--- config.mk ---
export PLATFORM = sky130hd
export DESIGN_NAME = eeprom_page_ctrl
export DESIGN_NICKNAME = d
export VERILOG_FILES = /design/src/rtl/eeprom_pkg.sv /design/src/rtl/eeprom_page_buf.sv /design/src/rtl/eeprom_page_ctrl.sv
export SDC_FILE = /design/constraint.sdc
export NUM_CORES = 1
export LEC_CHECK = 0
export CAP_MARGIN = 20
export CORE_UTILIZATION = 49
export DETAILED_ROUTE_END_ITERATION = 10
export GPL_TIMING_DRIVEN = 0
export MAX_ROUTING_LAYER = met4
export PLACE_DENSITY_LB_ADDON = 0.3
export RECOVER_POWER = 25
export SLEW_MARGIN = 40
export SYNTH_ARGS = -nofsm -noshare
export SYNTH_HDL_FRONTEND = slang
export SYNTH_SLANG_ARGS = --single-unit
export TNS_END_PERCENT = 10
--- constraint.sdc ---
create_clock -name clk1 -period 4.6 [get_ports clk1]
set_input_delay 0.46 -clock clk1 [delete_from_list [all_inputs] [get_ports clk1]]
set_output_delay 0.46 -clock clk1 [all_outputs]
set_load 0.02 [all_outputs]
--- src/rtl/eeprom_pkg.sv ---
// eeprom_pkg: shared types and helpers for the EEPROM page controller.
//   state_t     - controller FSM states (poll states only reached with ACKPOLL_EN)
//   ERR_*       - err_code encodings
//   DEV_ID_DEF  - default device-type nibble of the I2C slave byte
//   slave_byte  - builds {dev_id, 1'b0, block_select, rw}
package eeprom_pkg;

  typedef enum logic [2:0] {
    S_IDLE,
    S_FILL,
    S_ISSUE,
    S_XFER,
    S_WR_WAIT,
    S_DRAIN,
    S_POLL_ISSUE,
    S_POLL_XFER
  } state_t;

  localparam logic [1:0] ERR_NONE = 2'd0;
  localparam logic [1:0] ERR_PAGE = 2'd1;
  localparam logic [1:0] ERR_NACK = 2'd2;
  localparam logic [1:0] ERR_OVF  = 2'd3;

  localparam logic [3:0] DEV_ID_DEF = 4'b1010;

  function automatic logic [7:0] slave_byte(input logic [3:0] dev_id,
                                            input logic [1:0] blk,
                                            input logic       rw);
    return {dev_id, 1'b0, blk, rw};
  endfunction

endpackage

--- src/rtl/eeprom_page_buf.sv ---
// eeprom_page_buf: one-page byte buffer shared by both transfer directions.
//   clr        - reset pointers and load count with the command length
//   wr_en/wdata- store a byte at wr_ptr (ignored once count bytes are stored)
//   rd_adv     - advance rd_ptr (ignored once count bytes are read)
//   rdata      - byte at rd_ptr; once all bytes are read it holds the last one
//   wr_last/rd_last - the current write/read completes the page
//   wr_full/rd_done - all count bytes written/read
module eeprom_page_buf #(
  parameter int PAGE_BYTES = 16,
  parameter int PTR_W      = $clog2(PAGE_BYTES) + 1
)(
  input  logic             clk1,
  input  logic             reset,
  input  logic             clr,
  input  logic [PTR_W-1:0] len,
  input  logic             wr_en,
  input  logic [7:0]       wdata,
  input  logic             rd_adv,
  output logic [7:0]       rdata,
  output logic             wr_last,
  output logic             rd_last,
  output logic             wr_full,
  output logic             rd_done
);
  localparam int IW = $clog2(PAGE_BYTES);

  logic [PAGE_BYTES-1:0][7:0] mem;
  logic [PTR_W-1:0]           wr_ptr, rd_ptr, count, rd_idx;

  assign wr_full = (wr_ptr == count);
  assign rd_done = (rd_ptr == count);
  assign wr_last = ((wr_ptr + PTR_W'(1)) == count);
  assign rd_last = ((rd_ptr + PTR_W'(1)) == count);

  // Past the end, point back at the final byte so a late tx_req sees it held.
  assign rd_idx = rd_done ? (rd_ptr - PTR_W'(1)) : rd_ptr;
  assign rdata  = mem[rd_idx[IW-1:0]];

  always_ff @(posedge clk1 or posedge reset) begin
    if (reset) begin
      wr_ptr <= '0;
      rd_ptr <= '0;
      count  <= '0;
    end else if (clr) begin
      wr_ptr <= '0;
      rd_ptr <= '0;
      count  <= len;
    end else begin
      if (wr_en && !wr_full) wr_ptr <= wr_ptr + PTR_W'(1);
      if (rd_adv && !rd_done) rd_ptr <= rd_ptr + PTR_W'(1);
    end
  end

  // Storage is not reset; contents are only read after being written.
  always_ff @(posedge clk1) begin
    if (wr_en && !wr_full && !clr) mem[wr_ptr[IW-1:0]] <= wdata;
  end

endmodule

--- src/rtl/eeprom_page_ctrl.sv ---
// eeprom_page_ctrl: page-write/page-read command sequencer in front of an
// I2C EEPROM master.
//   host_cmd_*  - command handshake (rw, start address, length 1..PAGE_BYTES)
//   host_w*     - write bytes into the page buffer (FILL)
//   host_r*     - read bytes out of the page buffer (DRAIN)
//   busy/err/err_code - status; err is sticky until the next accepted command
//   i2c_*       - start pulse, slave byte, reg address, length, tx/rx data
// Build option: define ACKPOLL_EN to replace the fixed write-cycle wait by
// ACK polling (zero-length writes every 1024 cycles, error after 64 NACKs).
module eeprom_page_ctrl
  import eeprom_pkg::*;
#(
  parameter int         PAGE_BYTES = 16,
  parameter int         ADDR_W     = 10,
  parameter logic [3:0] DEV_ID     = DEV_ID_DEF,
  parameter int         TWR_CYCLES = 500000
)(
  input  logic              clk1,
  input  logic              reset,
  input  logic              host_cmd_valid,
  output logic              host_cmd_ready,
  input  logic              host_cmd_rw,
  input  logic [ADDR_W-1:0] host_cmd_addr,
  input  logic [4:0]        host_cmd_len,
  input  logic [7:0]        host_wdata,
  input  logic              host_wvalid,
  output logic              host_wready,
  output logic [7:0]        host_rdata,
  output logic              host_rvalid,
  input  logic              host_rready,
  output logic              busy,
  output logic              err,
  output logic [1:0]        err_code,
  output logic              i2c_start,
  output logic              i2c_rw,
  output logic [7:0]        i2c_slave_byte,
  output logic [7:0]        i2c_reg_addr,
  output logic [4:0]        i2c_len,
  output logic [7:0]        i2c_tx_data,
  input  logic              i2c_tx_req,
  input  logic [7:0]        i2c_rx_data,
  input  logic              i2c_rx_valid,
  input  logic              i2c_done,
  input  logic              i2c_nack
);
  localparam int IW    = $clog2(PAGE_BYTES);
  localparam int PTR_W = IW + 1;

`ifdef ACKPOLL_EN
  localparam int POLL_INTERVAL = 1024;
  localparam int POLL_MAX      = 64;
  localparam logic [31:0] WAIT_LOAD = 32'(POLL_INTERVAL - 1);
  logic [5:0] poll_cnt;
`else
  localparam logic [31:0] WAIT_LOAD = 32'(TWR_CYCLES - 1);
`endif

  state_t      state, nxt;
  logic [31:0] wait_cnt;
  logic        cmd_bad;
  logic        buf_clr, buf_wr, buf_rd;
  logic [7:0]  buf_wdata, buf_rdata;
  logic        wr_last, rd_last, wr_full, rd_done;

  // Reject empty commands and any that would wrap inside the EEPROM page.
  assign cmd_bad = (host_cmd_len == 5'd0) ||
                   ((6'(host_cmd_addr[IW-1:0]) + 6'(host_cmd_len)) > 6'(PAGE_BYTES));

  eeprom_page_buf #(.PAGE_BYTES(PAGE_BYTES), .PTR_W(PTR_W)) u_buf (
    .clk1    (clk1),
    .reset   (reset),
    .clr     (buf_clr),
    .len     (PTR_W'(host_cmd_len)),
    .wr_en   (buf_wr),
    .wdata   (buf_wdata),
    .rd_adv  (buf_rd),
    .rdata   (buf_rdata),
    .wr_last (wr_last),
    .rd_last (rd_last),
    .wr_full (wr_full),
    .rd_done (rd_done)
  );

  assign host_cmd_ready = (state == S_IDLE);
  assign busy           = (state != S_IDLE);
  assign host_wready    = (state == S_FILL);
  assign host_rvalid    = (state == S_DRAIN);
  assign host_rdata     = (state == S_DRAIN) ? buf_rdata : 8'h00;
  assign i2c_start      = (state == S_ISSUE) || (state == S_POLL_ISSUE);
  assign i2c_tx_data    = (state == S_XFER && !i2c_rw) ? buf_rdata : 8'h00;

  always_comb begin
    nxt       = state;
    buf_clr   = 1'b0;
    buf_wr    = 1'b0;
    buf_wdata = host_wdata;
    buf_rd    = 1'b0;
    case (state)
      S_IDLE: if (host_cmd_valid && !cmd_bad) begin
        buf_clr = 1'b1;
        nxt     = host_cmd_rw ? S_ISSUE : S_FILL;
      end
      S_FILL: begin
        buf_wr = host_wvalid;
        if (host_wvalid && wr_last) nxt = S_ISSUE;
      end
      S_ISSUE: nxt = S_XFER;
      S_XFER: begin
        if (i2c_rw) begin
          buf_wr    = i2c_rx_valid;
          buf_wdata = i2c_rx_data;
        end else begin
          buf_rd = i2c_tx_req;
        end
        if (i2c_nack)      nxt = S_IDLE;
        else if (i2c_done) nxt = i2c_rw ? S_DRAIN : S_WR_WAIT;
      end
`ifdef ACKPOLL_EN
      S_WR_WAIT: if (wait_cnt == 32'd0) nxt = S_POLL_ISSUE;
      S_POLL_ISSUE: nxt = S_POLL_XFER;
      S_POLL_XFER: begin
        if (i2c_nack)      nxt = (poll_cnt == 6'(POLL_MAX - 1)) ? S_IDLE : S_WR_WAIT;
        else if (i2c_done) nxt = S_IDLE;
      end
`else
      S_WR_WAIT: if (wait_cnt == 32'd0) nxt = S_IDLE;
`endif
      S_DRAIN: begin
        buf_rd = host_rready;
        if (host_rready && rd_last) nxt = S_IDLE;
      end
      default: nxt = S_IDLE;
    endcase
  end

  always_ff @(posedge clk1 or posedge reset) begin
    if (reset) begin
      state          <= S_IDLE;
      err            <= 1'b0;
      err_code       <= ERR_NONE;
      i2c_rw         <= 1'b0;
      i2c_slave_byte <= 8'h00;
      i2c_reg_addr   <= 8'h00;
      i2c_len        <= 5'd0;
      wait_cnt       <= 32'd0;
`ifdef ACKPOLL_EN
      poll_cnt       <= 6'd0;
`endif
    end else begin
      state <= nxt;
      case (state)
        S_IDLE: if (host_cmd_valid) begin
          err      <= cmd_bad;
          err_code <= cmd_bad ? ERR_PAGE : ERR_NONE;
          // Transfer fields stay frozen from accept through done/nack.
          if (!cmd_bad) begin
            i2c_rw         <= host_cmd_rw;
            i2c_slave_byte <= slave_byte(DEV_ID, host_cmd_addr[9:8], host_cmd_rw);
            i2c_reg_addr   <= host_cmd_addr[7:0];
            i2c_len        <= host_cmd_len;
          end
        end
        S_XFER: begin
          if (i2c_nack) begin
            err      <= 1'b1;
            err_code <= ERR_NACK;
          end else if (i2c_rw && i2c_rx_valid && wr_full) begin
            err      <= 1'b1;
            err_code <= ERR_OVF;
          end
          wait_cnt <= WAIT_LOAD;
`ifdef ACKPOLL_EN
          poll_cnt <= 6'd0;
`endif
        end
        S_WR_WAIT: begin
          if (wait_cnt != 32'd0) wait_cnt <= wait_cnt - 32'd1;
`ifdef ACKPOLL_EN
          else i2c_len <= 5'd0;
`endif
        end
`ifdef ACKPOLL_EN
        S_POLL_XFER: if (i2c_nack) begin
          wait_cnt <= WAIT_LOAD;
          poll_cnt <= poll_cnt + 6'd1;
          if (poll_cnt == 6'(POLL_MAX - 1)) begin
            err      <= 1'b1;
            err_code <= ERR_NACK;
          end
        end
`endif
        default: ;
      endcase
    end
  end

endmodule
==> results.sh, run 1 <==
export IMPL_ios=87
export IMPL_synth_area_per_cell_um2=11.2
export IMPL_viasPerCell=5.50
export IMPL_clock_sinks=193
export IMPL_grt_max_degree=42
export IMPL_cts_buffers_inserted=17
export IMPL_drt_iter0_drc=571
export IMPL_cp_required_ps=4140
export IMPL_cp_startpoint="u_buf.rd_ptr[1]$_DFFE_PP0P_"
export IMPL_first_pass_iters=5
export IMPL_place_area_mm2=0.0107
export IMPL_hold_class="reg2reg"
export IMPL_cts_tree="built"
export IMPL_drv_cap=1
export IMPL_startpoint_type="flip-flop"
export IMPL_yosysTopAreaCell="edfxtp_1"
export IMPL_drv_slew=42
export IMPL_r2r_slack_ps=1840
export IMPL_nNetsFinal=1002
export IMPL_drc_errors=0
export IMPL_dp_slack_ps=-846
export IMPL_core_area_mm2=0.0188
export IMPL_routed_wl_mm=22.2
export IMPL_yosysSeqAreaShare=0.576
export IMPL_ant_nets=0
export IMPL_ys_flop_type="edfxtp_1"
export IMPL_cp_arrival_ps=3950
export IMPL_drive_gt1_frac=0.0978
export IMPL_synth_warnings=0
export IMPL_hpwl_mm=15.4
export IMPL_insertedDiodeCount=0
export IMPL_ys_top_cells_by_count="146 x nand2_1, 128 x edfxtp_1, 85 x nor2_1"
export IMPL_ir_drop_uv=301
export IMPL_yosysUniqueCellTypes=60
export IMPL_status="finished with violations"
export IMPL_finalNonFillerCells=1221
export IMPL_skew_ps=8.25
export IMPL_placed_cells=1191
export IMPL_period_minus_slack_ps=4410
export IMPL_root_buffer="clkbuf_16"
export IMPL_fp_row_count=50
export IMPL_start_util=0.505
export IMPL_finalCritPeriodShare=0.958
export IMPL_synthArstFlopShare=0.337
export IMPL_yosysMostFrequentCell="nand2_1"
export IMPL_stdcell_area_mm2=0.0113
export IMPL_synth_top_area_frac=0.405
export IMPL_gp_congestion=0.838
export IMPL_post_cts_setup_buffers=0
export IMPL_die_x_um=141
export IMPL_antenna_found_initial=0
export IMPL_r2r_start="i2c_len[0]$_DFFE_PP0P_"
export IMPL_wire_per_inst_um=18.2
export IMPL_cts_buffer_depth=2
export IMPL_cp_max_fo=19
export IMPL_grt_pass1_wl_mm=35.8
export IMPL_grt_ovfl_total=0
export IMPL_tightest_slew_ps=2330
export IMPL_cp_end_kind="output port"
export IMPL_synth_area_leaders="edfxtp_1 40%, dfrtp_1 17%, mux2i_1 6.0%, nand2_1 5.8%, nor2_1 3.4%"
export IMPL_numPortBuffers=83
export IMPL_criticalPathCategory="reg2out"
export IMPL_failed_checks="capacitance limit, slew limit"
export IMPL_postCtsHoldBufs=0
export IMPL_dieArea_mm2=0.0199
export IMPL_synth_edff_count=128
export IMPL_powerDensity_mw_per_mm2=595
export IMPL_finalHoldViolations=0
export IMPL_slew_headroom=-0.550
export IMPL_max_freq_mhz=227
export IMPL_path_clk_slew_ps=70
export IMPL_htreeDepth=4
export IMPL_syn_inst=845
export IMPL_vias=6713
export IMPL_die_h_um=141
export IMPL_fillerInstances=1520
export IMPL_grt_setup_unrepaired="no"
export IMPL_grt_pass1_vias=6685
export IMPL_setup_slack_ps=194
export IMPL_grt_usage=0.245
export IMPL_min_from="i2c_reg_addr[7]$_DFFE_PP0P_"
export IMPL_leakage_nw=4.22
export IMPL_synthToLayoutAreaGrowth_pct=18.5
export IMPL_setup_viol=0
export IMPL_syn_cell_area_mm2=0.00950
export IMPL_ys_ff_latch=193
export IMPL_clk_latency_ps=430
==> repair_timing <==
action | in CTS | in global routing
endpoints found under the setup margin | 16 | 16
hold endpoints to repair | 0 | 0
resized for setup | 3 | 2
==> metrics by stage <==
step                      utilization  setup TNS [ps]  total power, mW  hold WS [ps]
final                           0.598               0             6.70           478
after global routing            0.598               0             7.07           512
after CTS                       0.598               0             6.72           334
after detailed placement        0.569          -12080             5.36           463
after global placement          0.566          -11260             5.29           460
after floorplan                     -               0             4.33           455
==> flip-flops by register name, summed over array words and instances (netlist names) <==
| signal | cells |
|---|---|
| i2c_slave_byte | 4 |
| err | 1 |
| wait_cnt | 32 |
| i2c_len | 5 |
| i2c_reg_addr | 8 |
| state | 3 |
| u_buf.mem | 128 |
| err_code | 2 |
| u_buf.rd_ptr | 5 |
| u_buf.wr_ptr | 5 |
==> layer usage <==
metal / GRT usage / up-vias / share of wire
li1: - / 3244 / -
met1: 0.320 / 3237 / 0.45
met2: 0.381 / 203 / 0.48
met3: 0.0584 / 29 / 0.058
met4: 0.0709 / 0 / 0.017
met5: - / - / 0
==> cells in the final DEF (no fill, tap or decap), types with 3 or more instances in the layout <==
cell             count
buf_2               11
clkdlybuf4s50_1     60
or2_2                3
a21oi_1             10
o31ai_1              3
nor2b_1              5
mux2_2              16
clkinvlp_2           3
a221o_1             17
clkinvlp_4           3
edfxtp_1           128
ha_1                11
o21ai_0             20
nand4_1              8
a31oi_1             10
conb_1               3
a32o_1               8
inv_1               12
mux2i_1             57
nor3_2               5
nor3_1              12
nor4_1               7
buf_4               10
clkbuf_1            20
clkbuf_16           17
nor2_1              81
nand3_1             42
and3_1              10
xor2_1              26
clkinv_4             5
nand2b_1             6
nor2_2               4
or3_1               11
o211ai_1            11
nand2_1            146
xnor2_1             25
dfrtp_1             65
dlygate4sd3_1       23
==> path summary, 6_finish.rpt <==
path	to	cells after the start
min in group asynchronous	wait_cnt[27]$_DFFE_PP0P_	2
worst min-delay path	i2c_reg_addr[7]$_DFFE_PP0P_	2
max in group asynchronous	u_buf.rd_ptr[1]$_DFFE_PP0P_	3
worst max register to register	u_buf.mem[59]$_DFFE_PP_	5
worst min register to register	i2c_reg_addr[7]$_DFFE_PP0P_	2
worst max-delay path	i2c_tx_data[6]	10
==> kinds of logic (layout without fill, tap and decap cells) <==
family                   count (synthesis)  count (layout)  synth area share
XOR/XNOR                                52              52            0.0487
buffers and inverters                   58             172            0.0286
AO/OA/AOI/OAI                           94              94            0.0734
AND/OR/NAND/NOR                        358             358             0.172
adder cells (fa/ha/maj)                 13              13            0.0179
other                                    1               3          0.000395
flip-flops                             193             193             0.576
multiplexers                            76              76            0.0828
==> report_power, final <==
part / leakage [nW] / internal, mW / switching (mW)
Combinational: 2.01 / 1.21 / 1.95
Sequential: 1.96 / 2.05 / 0.138
Clock: 0.251 / 0.696 / 0.664
Total: 4.22 / 3.95 / 2.75
==> final cells by class <==
cell class | count | area (um^2) | share of cell area
tap | 260 | 325 | 0.0289
timing repair buffer | 84 | 835 | 0.0741
sequential | 193 | 5470 | 0.486
inverter | 13 | 50.0 | 0.00445
clock inverter | 15 | 114 | 0.0101
multi-input combinational | 596 | 3820 | 0.339
buffer | 43 | 220 | 0.0196
clock buffer | 17 | 425 | 0.0378
==> worst max-delay path, stage by stage (launching register included) <==
cell and delay [ps]:
dfrtp_1 450, buf_4 360, inv_1 90, ha_2 520
buf_2 380, mux2i_1 220, mux2i_1 110, o21ai_0 400
nor2_1 110, a221o_1 330, clkdlybuf4s50_1 550
No activity file was read; power rests on OpenSTA's default activity.
==> run 2, diff against run 1 <==
GPL_ROUTABILITY_DRIVEN = 0   (was not set)
==> results of run 2 <==
No change in the layout: final DEF, timing and power equal those of run 1.
==> run 3, diff against run 2 <==
CORE_ASPECT_RATIO = 0.5   (was not set)
==> results.sh, run 3 (synthesized netlist as in run 1, its figures left out) <==
export IMPL_cts_buffer_depth=2
export IMPL_top_usage_layer="met2"
export IMPL_cp_end_kind="output port"
export IMPL_clock_sinks=193
export IMPL_first_pass_iters=5
export IMPL_fp_row_count=35
export IMPL_setup_slack_ps=230
export IMPL_numPortBuffers=83
export IMPL_hold_class="reg2reg"
export IMPL_cts_buffers_inserted=17
export IMPL_cp_slowest_cell="clkdlybuf4s50_1"
export IMPL_status="finished with violations"
export IMPL_grt_pass1_wl_mm=35.2
export IMPL_postCtsHoldBufs=0
export IMPL_clkPwrFrac=0.218
export IMPL_slew_headroom=-0.305
export IMPL_stdcell_area_mm2=0.0113
export IMPL_dp_slack_ps=-794
export IMPL_seq_power_share=0.322
export IMPL_drv_cap=1
export IMPL_drt_iter0_drc=599
export IMPL_failed_checks="capacitance limit, slew limit"
export IMPL_drc_errors=0
export IMPL_largest_reg_flops=128
export IMPL_post_cts_setup_buffers=0
export IMPL_wire_per_inst_um=18.5
export IMPL_hpwl_mm=15.7
export IMPL_dieArea_mm2=0.0200
export IMPL_pwr_share_comb=0.460
export IMPL_routed_wl_mm=22.5
export IMPL_cts_tree="built"
export IMPL_htreeDepth=4
export IMPL_grt_use_met1=0.312
export IMPL_finalCritPeriodShare=0.950
export IMPL_grtUsageMet3=0.0455
export IMPL_power_switching_mw=2.78
export IMPL_cp_arrival_ps=3910
export IMPL_grt_usage=0.243
export IMPL_final_common_cell="nand2_1"
export IMPL_insertedDiodeCount=0
export IMPL_ant_nets=0
export IMPL_cp_required_ps=4140
export IMPL_start_util=0.508
export IMPL_drv_slew=38
export IMPL_crit_chain="buf_4 > inv_1 > ha_2 > clkbuf_4 > mux2_2 > nand3_1 > o211ai_1 > o21ai_0 > nor2_1 > a221o_1 > clkdlybuf4s50_1"
export IMPL_period_minus_slack_ps=4370
export IMPL_nNetsFinal=1002
export IMPL_die_x_um=199
export IMPL_clk_latency_ps=440
export IMPL_cts_resized=3
export IMPL_leakage_nw=4.26
export IMPL_skew_ps=12.1
export IMPL_cp_max_fo=19
export IMPL_max_freq_mhz=229
export IMPL_startpoint_type="flip-flop"
export IMPL_die_h_um=100
export IMPL_viasPerCell=5.61
export IMPL_grt_max_degree=38
export IMPL_place_area_mm2=0.0107
export IMPL_slowest_delay_ps=560
export IMPL_criticalPathCategory="reg2out"
export IMPL_grt_setup_unrepaired="no"
export IMPL_grt_pass1_vias=6666
export IMPL_vias=6843
export IMPL_ir_drop_uv=358
export IMPL_antenna_found_initial=0
export IMPL_root_buffer="clkbuf_16"
export IMPL_finalHoldViolations=0
export IMPL_tightest_slew_ps=1960
export IMPL_path_clk_slew_ps=80
export IMPL_p_sw_frac=0.408
export IMPL_p_int_mw=4.04
export IMPL_drive_gt1_frac=0.0957
export IMPL_setup_viol=0
export IMPL_ios=87
export IMPL_grt_ovfl_total=0
export IMPL_core_area_mm2=0.0187
export IMPL_powerDensity_mw_per_mm2=603
export IMPL_met2_usage=0.395
export IMPL_final_cell_mix="146 x nand2_1, 128 x edfxtp_1, 81 x nor2_1, 65 x dfrtp_1, 60 x clkdlybuf4s50_1"
export IMPL_synthToLayoutAreaGrowth_pct=19.0
-- run 3: changes by cell type in the layout (fill, tap and decap cells not counted), moves of 2 or more --
cell / change
clkinvlp_2: -2
clkinv_4: -4
inv_8: +5
clkinvlp_4: -3
-- run 3: worst paths after layout --
| path | start | end | slack, ps | cells after the start |
|---|---|---|---|---|
| worst min-delay path | i2c_reg_addr[5]$_DFFE_PP0P_ | i2c_reg_addr[5]$_DFFE_PP0P_ | 470 | 2 |
| worst max-delay path | u_buf.rd_ptr[1]$_DFFE_PP0P_ | host_rdata[7] | 230 | 11 |
| worst min register to register | i2c_reg_addr[5]$_DFFE_PP0P_ | i2c_reg_addr[5]$_DFFE_PP0P_ | 470 | 2 |
| max in group asynchronous | reset | wait_cnt[10]$_DFFE_PP0P_ | 1460 | 3 |
| worst max register to register | i2c_len[2]$_DFFE_PP0P_ | u_buf.mem[91]$_DFFE_PP_ | 1830 | 7 |
| min in group asynchronous | reset | i2c_reg_addr[0]$_DFFE_PP0P_ | 770 | 2 |
-- run 3: critical path: cells and delay by family (launching register included) --
| family | cells | cell delay (ps) |
|---|---|---|
| AOI/OAI and AO/OA | 3 | 650 |
| adders and majority gates | 1 | 520 |
| buffers and inverters | 4 | 1310 |
| DFF | 1 | 460 |
| muxes | 1 | 350 |
| and+or+nand+nor | 2 | 180 |
-- run 3: layout make-up --
type                    instances  area, um^2
clock buffers                  17         425
clock inverters                15         161
flip-flops and latches        193        5470
well taps                     259         324
fillers                      1529        7390
plain buffers                  43         223
multi-input cells             596        3820
inverters                      13        50.0
repair buffers                 84         835
-- run 3: power groups by stage --
stage               clock, mW  combinational (mW)  sequential (mW)
floorplan                   0                2.03             2.29
global placement            0                3.03             2.22
detailed placement          0                3.11             2.23
CTS                      1.50                3.12             2.19
global route             1.58                3.37             2.21
finish                   1.49                3.13             2.19
-- run 3: per-stage QoR --
step / util / TNS [ps] / total power [mW] / hold slack (ps) / std cells
after floorplan: - / 0 / 4.33 / 455 / 847
after global placement: 0.570 / -8180 / 5.25 / 460 / 1189
after detailed placement: 0.572 / -10360 / 5.34 / 466 / 1190
after CTS: 0.604 / 0 / 6.81 / 380 / 1220
after global routing: 0.605 / 0 / 7.16 / 513 / 1220
final: 0.605 / 0 / 6.82 / 472 / 1220
-- run 3: per-layer routing --
metal,share of wire,wire [um]
met1,0.45,10100
met4,0.015,343
met5,0,0
met2,0.50,11200
met3,0.040,901
